`src/rtl/tawas_load_retire_pkg.sv`:
```
// -----------------------------------------------------------------------------
// tawas_load_retire_pkg
// Shared constants and types for the Tawas load retire stage:
//   SLICE_CNT  number of hardware thread slices (4)
//   SLICE_W    width of a slice index (2)
//   SEL_W      width of a register-select field (3)
//   DATA_W     width of a register value (32)
//   ENTRY_W    width of one buffered result {sel, data}
// -----------------------------------------------------------------------------
package tawas_load_retire_pkg;

  localparam int SLICE_CNT = 4;
  localparam int SLICE_W   = 2;
  localparam int SEL_W     = 3;
  localparam int DATA_W    = 32;
  localparam int ENTRY_W   = SEL_W + DATA_W;

  // One buffered load/exchange result; sel sits in the top bits.
  typedef struct packed {
    logic [SEL_W-1:0]  sel;
    logic [DATA_W-1:0] data;
  } retire_entry_t;

endpackage

```
`src/rtl/tawas_retire_fifo.sv`:
```
// -----------------------------------------------------------------------------
// tawas_retire_fifo
// Single-slice synchronous FIFO holding pending retire results.
// Pointers carry an extra wrap bit so full and empty fall out of a compare.
// A push into a full FIFO is ignored (the caller flags the overflow).
// Storage is intentionally not reset; only the pointers are.
// Ports:
//   clk, rst     clock, synchronous active-high reset
//   push, pop    enqueue din / dequeue head
//   din, dout    entry in / head entry out
//   empty, full  occupancy flags
// -----------------------------------------------------------------------------
module tawas_retire_fifo
  import tawas_load_retire_pkg::*;
#(
  parameter int DEPTH = 2
) (
  input  logic               clk,
  input  logic               rst,
  input  logic               push,
  input  logic               pop,
  input  logic [ENTRY_W-1:0] din,
  output logic [ENTRY_W-1:0] dout,
  output logic               empty,
  output logic               full
);

  localparam int AW = $clog2(DEPTH);
  localparam int PW = AW + 1;

  logic [PW-1:0]      wr_ptr_r;
  logic [PW-1:0]      rd_ptr_r;
  logic [ENTRY_W-1:0] mem_r [DEPTH];
  logic               wr_en_s;
  logic               rd_en_s;

  assign empty   = (wr_ptr_r == rd_ptr_r);
  assign full    = (wr_ptr_r[AW] != rd_ptr_r[AW]) &&
                   (wr_ptr_r[AW-1:0] == rd_ptr_r[AW-1:0]);
  assign wr_en_s = push && !full;
  assign rd_en_s = pop && !empty;
  assign dout    = mem_r[rd_ptr_r[AW-1:0]];

  // Pointer update with reset.
  always_ff @(posedge clk) begin
    if (rst) begin
      wr_ptr_r <= {PW{1'b0}};
      rd_ptr_r <= {PW{1'b0}};
    end else begin
      if (wr_en_s) begin
        wr_ptr_r <= wr_ptr_r + PW'(1);
      end
      if (rd_en_s) begin
        rd_ptr_r <= rd_ptr_r + PW'(1);
      end
    end
  end

  // Entry storage, written on accepted push only.
  always_ff @(posedge clk) begin
    if (wr_en_s) begin
      mem_r[wr_ptr_r[AW-1:0]] <= din;
    end
  end

endmodule

```
`src/rtl/tawas_load_retire.sv`:
```
// -----------------------------------------------------------------------------
// tawas_load_retire
// Write-back retire stage behind the Tawas RCN bus interface. Results are
// buffered per thread slice and written into the register file during that
// slice's own write-back slot, whenever the core is not using the write port.
// The owning thread is held stalled until its result is architecturally written.
//
// Optional feature macro: TAWAS_LOAD_RETIRE_BYPASS_EN
//   When defined, a result arriving in its own slot with an empty FIFO and a
//   free write port goes straight to the write register (1-cycle latency).
//
// Ports:
//   clk, rst            clock, synchronous active-high reset
//   slice               slice currently in write-back (rotates 0..3)
//   core_wb_vld         core owns the register file write port this cycle
//   rcn_load_vld/_slice/_sel/rcn_load   incoming result
//   rf_wr/_slice/_sel/_data             registered register file write
//   retire_stall        per-slice stall (combinational)
//   overflow            sticky: a result was dropped into a full FIFO
// -----------------------------------------------------------------------------
module tawas_load_retire
  import tawas_load_retire_pkg::*;
#(
  parameter int DEPTH = 2
) (
  input  logic                 clk,
  input  logic                 rst,
  input  logic [SLICE_W-1:0]   slice,
  input  logic                 core_wb_vld,
  input  logic                 rcn_load_vld,
  input  logic [SLICE_W-1:0]   rcn_load_slice,
  input  logic [SEL_W-1:0]     rcn_load_sel,
  input  logic [DATA_W-1:0]    rcn_load,
  output logic                 rf_wr,
  output logic [SLICE_W-1:0]   rf_wr_slice,
  output logic [SEL_W-1:0]     rf_wr_sel,
  output logic [DATA_W-1:0]    rf_wr_data,
  output logic [SLICE_CNT-1:0] retire_stall,
  output logic                 overflow
);

  logic [SLICE_CNT-1:0] arrive_s;
  logic [SLICE_CNT-1:0] push_s;
  logic [SLICE_CNT-1:0] pop_s;
  logic [SLICE_CNT-1:0] empty_s;
  logic [SLICE_CNT-1:0] full_s;
  logic [ENTRY_W-1:0]   dout_s [SLICE_CNT];
  logic                 bypass_s;
  retire_entry_t        load_ent_s;
  retire_entry_t        head_s;

  assign load_ent_s = {rcn_load_sel, rcn_load};

  // Decode which slice the incoming result belongs to.
  always_comb begin
    arrive_s = {SLICE_CNT{1'b0}};
    for (int s = 0; s < SLICE_CNT; s++) begin
      arrive_s[s] = rcn_load_vld && (rcn_load_slice == SLICE_W'(s));
    end
  end

  // Bypass decision: only when the result lands in its own free slot.
  always_comb begin
`ifdef TAWAS_LOAD_RETIRE_BYPASS_EN
    bypass_s = rcn_load_vld && (rcn_load_slice == slice) &&
               empty_s[slice] && !core_wb_vld;
`else
    bypass_s = 1'b0;
`endif
  end

  // A bypassed result is never also enqueued.
  assign push_s = arrive_s & {SLICE_CNT{~bypass_s}};

  // Only the slice in write-back may pop, so at most one pop per cycle.
  always_comb begin
    pop_s = {SLICE_CNT{1'b0}};
    for (int s = 0; s < SLICE_CNT; s++) begin
      pop_s[s] = (slice == SLICE_W'(s)) && !empty_s[s] && !core_wb_vld;
    end
  end

  // Head entry of the FIFO owned by the slice in write-back.
  always_comb begin
    head_s = retire_entry_t'(dout_s[slice]);
  end

  generate
    for (genvar g = 0; g < SLICE_CNT; g++) begin : g_fifo
      tawas_retire_fifo #(
        .DEPTH (DEPTH)
      ) u_fifo (
        .clk   (clk),
        .rst   (rst),
        .push  (push_s[g]),
        .pop   (pop_s[g]),
        .din   (load_ent_s),
        .dout  (dout_s[g]),
        .empty (empty_s[g]),
        .full  (full_s[g])
      );
    end
  endgenerate

  // Registered register file write; fields hold when no write occurs.
  always_ff @(posedge clk) begin
    if (rst) begin
      rf_wr       <= 1'b0;
      rf_wr_slice <= {SLICE_W{1'b0}};
      rf_wr_sel   <= {SEL_W{1'b0}};
      rf_wr_data  <= {DATA_W{1'b0}};
    end else if (bypass_s) begin
      rf_wr       <= 1'b1;
      rf_wr_slice <= slice;
      rf_wr_sel   <= rcn_load_sel;
      rf_wr_data  <= rcn_load;
    end else if (|pop_s) begin
      rf_wr       <= 1'b1;
      rf_wr_slice <= slice;
      rf_wr_sel   <= head_s.sel;
      rf_wr_data  <= head_s.data;
    end else begin
      rf_wr       <= 1'b0;
    end
  end

  // Sticky overflow: a push reached a FIFO that was already full.
  always_ff @(posedge clk) begin
    if (rst) begin
      overflow <= 1'b0;
    end else if (|(push_s & full_s)) begin
      overflow <= 1'b1;
    end
  end

  // Stall covers the arrival cycle too, so there is no gap after the RCN stall.
  assign retire_stall = ~empty_s | arrive_s;

endmodule

```
`config.mk`:
```
export PLATFORM = sky130hd
export DESIGN_NAME = tawas_load_retire
export DESIGN_NICKNAME = d
export VERILOG_FILES = /design/src/rtl/tawas_load_retire_pkg.sv /design/src/rtl/tawas_retire_fifo.sv /design/src/rtl/tawas_load_retire.sv
export SDC_FILE = /design/constraint.sdc
export NUM_CORES = 1
export LEC_CHECK = 0
export CAP_MARGIN = 20
export CORE_ASPECT_RATIO = 1.1
export CORE_MARGIN = 2
export CORE_UTILIZATION = 36
export CTS_CLUSTER_SIZE = 24
export DETAILED_ROUTE_END_ITERATION = 8
export PLACE_DENSITY_LB_ADDON = 0.2
export SYNTH_ARGS = -nofsm -noshare
export SYNTH_HDL_FRONTEND = slang
export SYNTH_SLANG_ARGS = --single-unit
```
`constraint.sdc`:
```
create_clock -name clk -period 4.7 [get_ports clk]
set_input_delay 0.94 -clock clk [delete_from_list [all_inputs] [get_ports clk]]
set_output_delay 0.94 -clock clk [all_outputs]
set_load 0.02 [all_outputs]
```
==> summary.md <==
| Metric | Value |
|---|---|
| Total wire length | 29,640 um |
| Die width | 187.4 um |
| Gr busiest metal | met2 |
| Worst EP required | about 3.8 ns |
| DR vias | 7,033 |
| Register bit count reported by yosys | 339 |
| Achievable Freq | 0.2723 GHz |
| Total CTS buffers | 38 |
| DP HPWL | between 15,000 and 20,000 um |
| Setup CP Type | in2out |
| Final min period | 3.672 ns |
| Net Count, Synth | 850 |
| Post-CTS Setup Bufs | 0 |
| Synth warnings | 0 |
| Placer Congestion | 0.7054 |
| Status | completed |
| Grt met2 use | 0.2475 |
| Unrepaired setup endpoints after global routing | no |
| Cell Pwr Density | a little over 400 nW/um^2 |
| CTS tree | yes |
| Clock Path Buffers | 3 |
| Max IR drop VDD | 0.0001919 V |
| Mean Syn Cell Area | 16.50 um^2 |
| DR iter-0 viols | between 400 and 500 |
| Post-DR wirelength/cell | between 20 and 25 um |
| Relative slew slack | 0.4066 |
| Post-synthesis sequential area ratio | 0.7201 |
| Num rows | 73 |
| Initial antenna violation count | 2 |
| Io pins | 86 |
| Ys flop type | edfxtp_1 |
| Root Buffer Master | clkbuf_16 |
| DR vias/cell | 4.935 |
| Fin area | 15,960 um^2 |
| Fin Clk Skew | roughly 0.017 ns |
| Number of flops mapped to enable cells by yosys | 280 |
| DRT antenna net count | 0 |
| Data arrival time of the worst path | between 2 and 3 ns |
| Max-cap violations | 0 |
| CP Cell Sequence | clkdlybuf4s50_1, nor3b_1, or3_1, clkdlybuf4s50_1 |
| Largest net degree at the start of global routing | 39 |
| Vias in the first global route | 7,236 |
| Die footprint | 38,550 um^2 |
| Core region area | 36,350 um^2 |
| DIE HEIGHT | 205.7 um |
| Slowest cell on crit path | clkdlybuf4s50_1 |
| Router iterations before antenna repair | 5 |
| Syn Inst Count | around 800 |
| GRT Overall Usage | 0.1538 |
| Post-Synth Adder-Cell Area | 0 |
| Met1 Use GR | 0.2129 |
| Fin crit share | 0.7813 |
| Async set-or-reset flop fraction in the synthesized netlist | 0 |
| Final setup violation count | 0 |
| Starting density of the core | 0.3663 |
| Post-Synth Simple-Gate Area | 0.05581 |
| GRT overflow | 0 |
| Largest family of logic cells by synthesized area | multiplexers |
| Worst stage delay on the critical path | 0.60 ns |
| Post-CTS sizing | 0 |
| XOR/XNOR share of the synthesized area | 0.01898 |
| Worst setup SP type | input pin |
| CTS sink count | 339 |
| Mapped Area | between 10,000 and 15,000 um^2 |
| Critical path peak fanout | 8 |
| CTS clk-pin slew, worst paths | 0.06 ns |
| Hold Crit Class | reg2reg |
| Final hold viol count | 0 |
| Count of input and output buffers | 85 |
| CP most frequent cell | clkdlybuf4s50_1 |
| First-pass GRT wire length | 44,470 um |
| Placed Area | 14,770 um^2 |
| Final TNS setup | 0 ns |
| Met3 Use GR | 0.03053 |
| # H-tree levels | 2 |
| Crit. End Element | output port |
| Area grow syn2layout | 19.88% |
| Fin nets | 951 |
| Remaining DRCs | 0 |
| Max Slew Vio Count | 0 |
| Cts hold-fix bufs | 0 |
| Clk Latency, worst-skew pair | approximately 0.52 ns |
| Leakage power | 5.161 nW |
| Synth Area in Compound Gates | 0.05140 |
| Layout cell share with drive strength beyond 1 | 0.09925 |
| Reg2Reg Setup Slack | 2.39 ns |
| Worst slew pin tran | 0.8883 ns |
| Post-synth cell types | 37 |
| Mux contribution to synthesized area | 0.1323 |
cell families (layout without fill, tap and decap cells):
| group | Yosys count | count (layout) |
|---|---|---|
| XOR/XNOR | 28 | 28 |
| multiplexers | 176 | 176 |
| flip-flops | 339 | 339 |
| AND/OR/NAND/NOR | 121 | 121 |
| other | 0 | 1 |
| AO/OA/AOI/OAI | 90 | 90 |
| buffers and inverters | 53 | 183 |
where the power goes:
group | internal (mW) | switching, mW | total, mW | leakage (nW)
Combinational | 0.158 | 0.218 | 0.376 | 1.56
Sequential | 3.32 | 0.0357 | 3.36 | 3.02
Clock | 1.70 | 1.14 | 2.84 | 0.579
per-layer routing:
metal | part of all wire | vias to the layer above
met2 | 0.46 | 150
met5 | 0.00037 | -
met4 | 0.017 | 2
met1 | 0.47 | 3535
met3 | 0.049 | 40
li1 | - | 3306
registers in the layout, indices dropped and copies added (netlist names), named ones only:
signal / cells
g_fifo.u_fifo.rd_ptr_r: 8
rf_wr_data: 32
overflow: 1
g_fifo.u_fifo.wr_ptr_r: 8
rf_wr: 1
rf_wr_slice: 2
rf_wr_sel: 3
g_fifo.u_fifo.mem_r: 280
worst paths after layout:
check,from,end,depth (start not counted)
max,rcn_load_slice[0],retire_stall[0],4
max reg2reg,g_fifo[0].u_fifo.wr_ptr_r[0],g_fifo[0].u_fifo.mem_r[0][29],4
min reg2reg,rf_wr_data[11],rf_wr_data[11],2
min,rf_wr_data[11],rf_wr_data[11],2
final cells by class:
| class | instances | area, um^2 |
|---|---|---|
| Antenna cell | 1 | 2.502 |
| Clock buffer | 49 | 1023 |
| Clock inverter | 20 | 172.7 |
| Fill cell | 3270 | 20390 |
| Inverter | 6 | 22.52 |
| Multi-Input combinational cell | 415 | 3503 |
| Sequential cell | 339 | 9599 |
| Tap cell | 487 | 609.3 |
| Timing Repair Buffer | 108 | 1031 |
cells in the final DEF, fill, tap and decap left out, types with 11 or more instances in the layout:
| master | count |
|---|---|
| clkdlybuf4s50_1 | 84 |
| nand3b_1 | 38 |
| nand2b_1 | 37 |
| clkbuf_16 | 39 |
| edfxtp_1 | 280 |
| xnor2_1 | 16 |
| nor2_1 | 25 |
| a22oi_1 | 70 |
| buf_4 | 22 |
| dfxtp_1 | 55 |
| mux2i_1 | 176 |
| xor2_1 | 11 |
through the flow:
step / instances / power [mW] / setup slack [ns] / hold WS, ns / utilization
after global placement: 1355 / 3.797 / 1.020 / 0.4604 / 0.4062
after detailed placement: 1355 / 3.804 / 1.031 / 0.4677 / 0.4062
after global routing: 1424 / 6.810 / 0.9007 / 0.4983 / 0.4391
after CTS: 1424 / 6.655 / 1.009 / 0.4776 / 0.4391
after floorplan: 807 / 3.619 / 0.3068 / 0.4981 / -
final: 1425 / 6.576 / 1.028 / 0.4732 / 0.4391
cell usage after synthesis (6+ instances only):
| cell | number | share of area |
|---|---|---|
| inv_1 | 6 | 0.0017 |
| xnor2_1 | 16 | 0.011 |
| clkbuf_1 | 22 | 0.0062 |
| xor2_1 | 11 | 0.0072 |
| nor2_1 | 27 | 0.0076 |
| edfxtp_1 | 280 | 0.63 |
| nand3b_1 | 38 | 0.021 |
| a22oi_1 | 70 | 0.039 |
| mux2i_1 | 176 | 0.13 |
| buf_2 | 18 | 0.0068 |
| nand2b_1 | 37 | 0.017 |
| dfxtp_1 | 59 | 0.089 |
critical path, delay by kind of cell:
| kind | cells | cell delay (ns) |
|---|---|---|
| simple gates | 2 | 0.64 |
| buf+inv | 2 | 1.15 |
Power figures use the tool's default switching activity.
